===== config.mk =====
export PLATFORM = sky130hd
export DESIGN_NAME = capture_trig_ctrl
export DESIGN_NICKNAME = d
export VERILOG_FILES = /design/src/rtl/capture_trig_ctrl.sv
export SDC_FILE = /design/constraint.sdc
export NUM_CORES = 1
export LEC_CHECK = 0
export ABC_CLOCK_PERIOD_IN_PS = 5000
export CORE_ASPECT_RATIO = 0.6
export CORE_MARGIN = 2
export CORE_UTILIZATION = 49
export CTS_CLUSTER_DIAMETER = 40
export DETAILED_ROUTE_END_ITERATION = 8
export PLACE_DENSITY = 0.79
export SETUP_SLACK_MARGIN = 0.4
export SYNTH_ARGS = -nofsm -noshare
export SYNTH_HDL_FRONTEND = slang
export SYNTH_SLANG_ARGS = --single-unit

===== constraint.sdc =====
create_clock -name user_clk -period 5 [get_ports user_clk]
set_clock_uncertainty 0.05 [all_clocks]
set_input_delay 1 -clock user_clk [delete_from_list [all_inputs] [get_ports user_clk]]
set_output_delay 1 -clock user_clk [all_outputs]
set_load 0.05 [all_outputs]

===== src/rtl/capture_trig_ctrl.sv =====
// Trigger-and-capture sequencer: tracks an IIR baseline of one channel and
// records {phase, baseline} words into the snapshot BRAM after a downward excursion.
module capture_trig_ctrl #(
    parameter int DATA_W = 16,
    parameter int CH_W   = 8,
    parameter int ADDR_W = 10
) (
    input  logic                  user_clk,
    input  logic                  user_rst_n,
    input  logic [31:0]           cfg_ctrl,
    input  logic [CH_W-1:0]       cfg_ch,
    input  logic [DATA_W-1:0]     cfg_thresh,
    input  logic [31:0]           base_kq,
    input  logic [ADDR_W-1:0]     cfg_len,
    input  logic                  in_valid,
    input  logic [CH_W-1:0]       in_ch,
    input  logic [DATA_W-1:0]     in_data,
    output logic                  bram_we,
    output logic [ADDR_W-1:0]     bram_addr,
    output logic [2*DATA_W-1:0]   bram_din,
    output logic                  busy,
    output logic                  done,
    output logic [15:0]           trig_count,
    output logic [DATA_W-1:0]     baseline_out
);

    typedef enum logic [1:0] {IDLE, ARMED, CAPTURE, DONE} state_t;

    state_t                     state_q;
    logic                       arm_prev_q;
    logic signed [DATA_W+15:0]  acc_q;
    logic [ADDR_W-1:0]          addr_q;
    logic [ADDR_W-1:0]          len_q;
    logic [CH_W-1:0]            ch_q;
    logic [15:0]                trig_cnt_q;
    logic                       bram_we_q;
    logic [ADDR_W-1:0]          bram_addr_q;
    logic [2*DATA_W-1:0]        bram_din_q;
    logic                       busy_q;
    logic                       done_q;

    logic                       arm;
    logic                       force_trig;
    logic                       arm_rise;
    logic                       match_live;
    logic                       match_lat;
    logic [3:0]                 kq;
    logic [DATA_W-1:0]          baseline;
    logic signed [DATA_W+16:0]  delta_full;
    logic signed [DATA_W+16:0]  delta_shift;
    logic signed [DATA_W+15:0]  acc_d;
    logic signed [DATA_W:0]     diff;
    logic                       thresh_hit;
    logic                       unused_bits;

    assign unused_bits = ^{cfg_ctrl[31:2], base_kq[31:4]};

    assign arm        = cfg_ctrl[0];
    assign force_trig = cfg_ctrl[1];
    assign arm_rise   = arm & ~arm_prev_q;
    assign kq         = base_kq[3:0];
    assign match_live = in_valid && (in_ch == cfg_ch);
    assign match_lat  = in_valid && (in_ch == ch_q);
    assign baseline   = acc_q[DATA_W+15:16];

    // One extra bit keeps (sample<<16 - acc) from overflowing; the sum always fits back in acc.
    assign delta_full  = $signed({in_data[DATA_W-1], in_data, 16'b0}) - $signed({acc_q[DATA_W+15], acc_q});
    assign delta_shift = delta_full >>> kq;
    assign acc_d       = acc_q + delta_shift[DATA_W+15:0];

    assign diff       = $signed({baseline[DATA_W-1], baseline}) - $signed({in_data[DATA_W-1], in_data});
    assign thresh_hit = diff > $signed({1'b0, cfg_thresh});

    always_ff @(posedge user_clk or negedge user_rst_n) begin
        if (!user_rst_n) begin
            state_q     <= IDLE;
            arm_prev_q  <= 1'b0;
            acc_q       <= '0;
            addr_q      <= '0;
            len_q       <= '0;
            ch_q        <= '0;
            trig_cnt_q  <= '0;
            bram_we_q   <= 1'b0;
            bram_addr_q <= '0;
            bram_din_q  <= '0;
            busy_q      <= 1'b0;
            done_q      <= 1'b0;
        end else begin
            arm_prev_q <= arm;
            bram_we_q  <= 1'b0;
            case (state_q)
                IDLE: begin
                    if (match_live) acc_q <= acc_d;
                    if (arm_rise) begin
                        state_q <= ARMED;
                        busy_q  <= 1'b1;
                    end
                end
                ARMED: begin
                    if (match_live) acc_q <= acc_d;
                    // Disarm wins over a trigger arriving in the same cycle.
                    if (!arm) begin
                        state_q <= IDLE;
                        busy_q  <= 1'b0;
                    end else if (match_live && (thresh_hit || force_trig)) begin
                        bram_we_q   <= 1'b1;
                        bram_addr_q <= '0;
                        bram_din_q  <= {in_data, baseline};
                        if (trig_cnt_q != 16'hFFFF) trig_cnt_q <= trig_cnt_q + 16'd1;
                        len_q  <= cfg_len;
                        ch_q   <= cfg_ch;
                        addr_q <= ADDR_W'(1);
                        if (cfg_len == '0) begin
                            state_q <= DONE;
                            busy_q  <= 1'b0;
                            done_q  <= 1'b1;
                        end else begin
                            state_q <= CAPTURE;
                        end
                    end
                end
                CAPTURE: begin
                    if (match_lat) begin
                        bram_we_q   <= 1'b1;
                        bram_addr_q <= addr_q;
                        bram_din_q  <= {in_data, baseline};
                        if (addr_q == len_q) begin
                            state_q <= DONE;
                            busy_q  <= 1'b0;
                            done_q  <= 1'b1;
                        end else begin
                            addr_q <= addr_q + 1'b1;
                        end
                    end
                end
                DONE: begin
                    if (arm_rise) begin
                        state_q <= ARMED;
                        busy_q  <= 1'b1;
                        done_q  <= 1'b0;
                        addr_q  <= '0;
                    end
                end
                default: state_q <= IDLE;
            endcase
        end
    end

    assign bram_we      = bram_we_q;
    assign bram_addr    = bram_addr_q;
    assign bram_din     = bram_din_q;
    assign busy         = busy_q;
    assign done         = done_q;
    assign trig_count   = trig_cnt_q;
    assign baseline_out = baseline;

endmodule


==> flow_summary.toml <==
[global_routing]
gr-usage-all-layers_pct = 40.08
antenna_found_initial = 2
grt_pass1_vias = 13420
grt_max_degree = 64
grt_pass1_wl_um = 75730
gr-total-overflow = 0

[clock_network]
tritoncts = "done"
cts.path.max_buffers = 2
ctsRootBufferMaster = "clkbuf_16"
clk_latency_ns = 0.46
numCtsBuffers = 17
cts.clk_slew.worst_paths_ns = 0.06
clock_sinks = 124
h-tree-depth = 4

[worst_setup_path]
crit_type = "in2reg"
path_max_fanout = 5
worstSetupStartpointType = "input port"
reg2reg_slack_ns = -0.57
cp_slowest_cell = "mux4_2"
critical_path_arrival_ns = 5.93
required_ns = 5.26
regToRegEndpoint = "acc_q[24]"
cp_cell_sequence = "buf_6 -> buf_6 -> inv_12 -> ha_4 -> nand3b_1 -> nor4_4 -> nand3_2 -> buf_6 -> a21o_4 -> a31oi_4 -> xnor2_2 -> mux4_2 -> mux2i_4 -> mux2i_1 -> ha_1 -> a21oi_2 -> o22ai_4 -> a211oi_2 -> a31oi_2 -> a221o_1 -> a2111oi_4 -> nor3_2 -> xnor2_1 -> o21ai_1"
ff2ff_path_depth = 21
slowest_delay_ns = 0.52
reg2reg_from = "acc_q[17]"
crit_top_cell = "buf_6"
end_kind = "flip-flop"

[route]
routed_wl_um = 53240
wl_met3_um = 8200
wl_met2_um = 21930
drt-met1-wl_um = 20230
ant_nets = 0
dr.pass1.iters = 6
avgRoutedWirePerCell_um = 24.99
drc_errors = 0
vias = 13870
first_iter_violations = 2240
top_layer = "met5"
routed_via_density = 6.509

[placed_design]
dp_hpwl_um = 31190
port_buffers = 143
place_congestion = 0.9717
place_inst = 2001

[logic_synthesis]
synth_edf_count = 0
synth_top_family_by_area = "compound AO/OA/AOI/OAI gates"
syn_area_per_cell_um2 = 8.491
synthSimpleGateAreaFrac_pct = 16.48
synth_xor_area_share_pct = 7.411
syn-cell-area_mm2 = 0.01134
syn_inst = 1336
ys_seq_area_share_pct = 27.35
synth_flop_cell = "dfrtp_1"
yosys.area_share.adder_pct = 9.838
synth_seq_cells = 124
synth.net_count = 1549
async_reset_ff_share_pct = 100.0
synth_compound_area_share_pct = 21.61
synthMuxAreaShare_pct = 11.00
ys.warnings.count = 0
ys_types = 85

[sta]
fmax_mhz = 176.5
rsz0062_at_grt = "true"
finalCriticalPeriod_ns = 5.666
finalMaxSlewViolations = 0
max_slew_margin_pct = 38.22
hold_violations = 0
tns_ns = -14.85
hold_slack_ns = 0.4529
tightest_slew_ns = 0.9266
finalCritPeriodShare_pct = 113.3
final-setup-viol-count = 78
worst_slack_ns = -0.6657

[finish]
mostFrequentLayoutCells = "buf_4 (345), clkdlybuf4s50_1 (127), dfrtp_1 (122)"
drive_gt1_share_pct = 40.49
area_growth_pct = 60.64
layout_commonest_cell = "buf_4"
final_cells = 2131
nNetsFinal = 2013

[floorplan]
die_w_um = 200.4
die_h_um = 121.9
dieArea_mm2 = 0.02443
start_util_pct = 49.50
floorplan.rows = 43
io_pins = 202
design.core.area_mm2 = 0.02292

[hold_path]
min_path_type = "reg2reg"
hp-start = "bram_din[15]"
whs_endpoint = "bram_din[15]"
min_path_cells = 1

[pwr]
p_leak_nw = 8.417
finalPower_mw = 6.707
vdd_drop_max_mv = 0.2877
powerDensity_mw_per_mm2 = 368.1

[flow_run]
maxCapViolations = 0

[outcome]
violations = "negative setup slack"
status = "finished with violations"
## synthesized netlist by cell type (all sizes together), types with 29 or more instances
master | n | area (um^2)
mux2 | 65 | 732.0
mux2i | 38 | 380.4
o21ai | 87 | 435.4
dfrtp | 124 | 3103
xor2 | 41 | 359.1
clkbuf | 44 | 165.2
a21oi | 93 | 465.5
ha | 86 | 1076
nand3 | 29 | 150.1
nand2 | 108 | 405.4
buf | 42 | 255.2
inv | 76 | 285.3
nor2 | 104 | 397.9
xnor2 | 55 | 481.7
## critical path: cells and delay by family
family	cells	cell delay [ns]
xor gates and xnor gates	2	0.35
muxes	3	0.81
buffers and inverters	4	0.39
and+or+nand+nor	4	0.79
AOI/OAI and AO/OA	9	1.92
adders and majority gates	2	0.65
## cell families after synthesis
family,count (synthesis)
fa+ha+maj,88
buf+inv,165
compound gates,372
flops,124
mux,109
simple gates,382
xor+xnor,96
## through the flow
| stage | utilization, % | worst slack [ns] | area (um^2) |
|---|---|---|---|
| 2_1_floorplan | - | -0.2321 | 12050 |
| 3_3_place_gp | 68.06 | -1.147 | 15600 |
| 3_5_place_dp | 68.06 | -1.312 | 15600 |
| 4_1_cts | 76.43 | -0.2326 | 17520 |
| 5_1_grt | 79.49 | -0.7703 | 18220 |
| 6_report | 79.51 | -0.6657 | 18220 |
## power by group
group / internal (mW) / leakage (nW) / switching [mW] / total, mW
combinational: 1.85 / 6.45 / 2.18 / 4.02
sequential: 1.14 / 1.66 / 0.144 / 1.29
clock: 0.804 / 0.299 / 0.590 / 1.39
## final cells by class
class | count | area (um^2)
timing repair buffer | 531 | 4673
clock buffer | 17 | 425.4
clock inverter | 15 | 203.9
inverter | 79 | 321.6
fill | 1303 | 4696
sequential | 124 | 3105
antenna | 3 | 7.507
multi-input combinational | 1047 | 9092
tap | 315 | 394.1
## worst max-delay path by stage
stage	startpoint	end	slack (ns)
after floorplan	in_data[1]	acc_q[31]	-0.23
after global placement	in_data[1]	acc_q[31]	-1.15
after detailed placement	in_data[1]	acc_q[30]	-1.31
after CTS	in_data[1]	acc_q[24]	-0.23
after global routing	in_data[1]	acc_q[24]	-0.77
final	in_data[1]	acc_q[24]	-0.67
## metal layers
metal | vias up | GRT usage, %
met5 | - | 0.9921
met4 | 4 | 16.44
met3 | 326 | 15.01
met2 | 1238 | 59.55
met1 | 6532 | 52.68
li1 | 5770 | -
## registers in the layout, summed over array words and instances, names as in the netlist
name	count
acc_q	32
bram_din	32
trig_count	16
addr_q	10
bram_addr	10
len_q	10
ch_q	8
state_q	2
arm_prev_q	1
bram_we	1
busy	1
done	1
## timing repair
action,in CTS,in global routing
setup endpoints to repair,116,118
cloned,7,0
hold buffers,0,0
pin swaps,102,69
resized for setup,191,123
buffers inserted,61,27
Power figures use the tool's default switching activity.
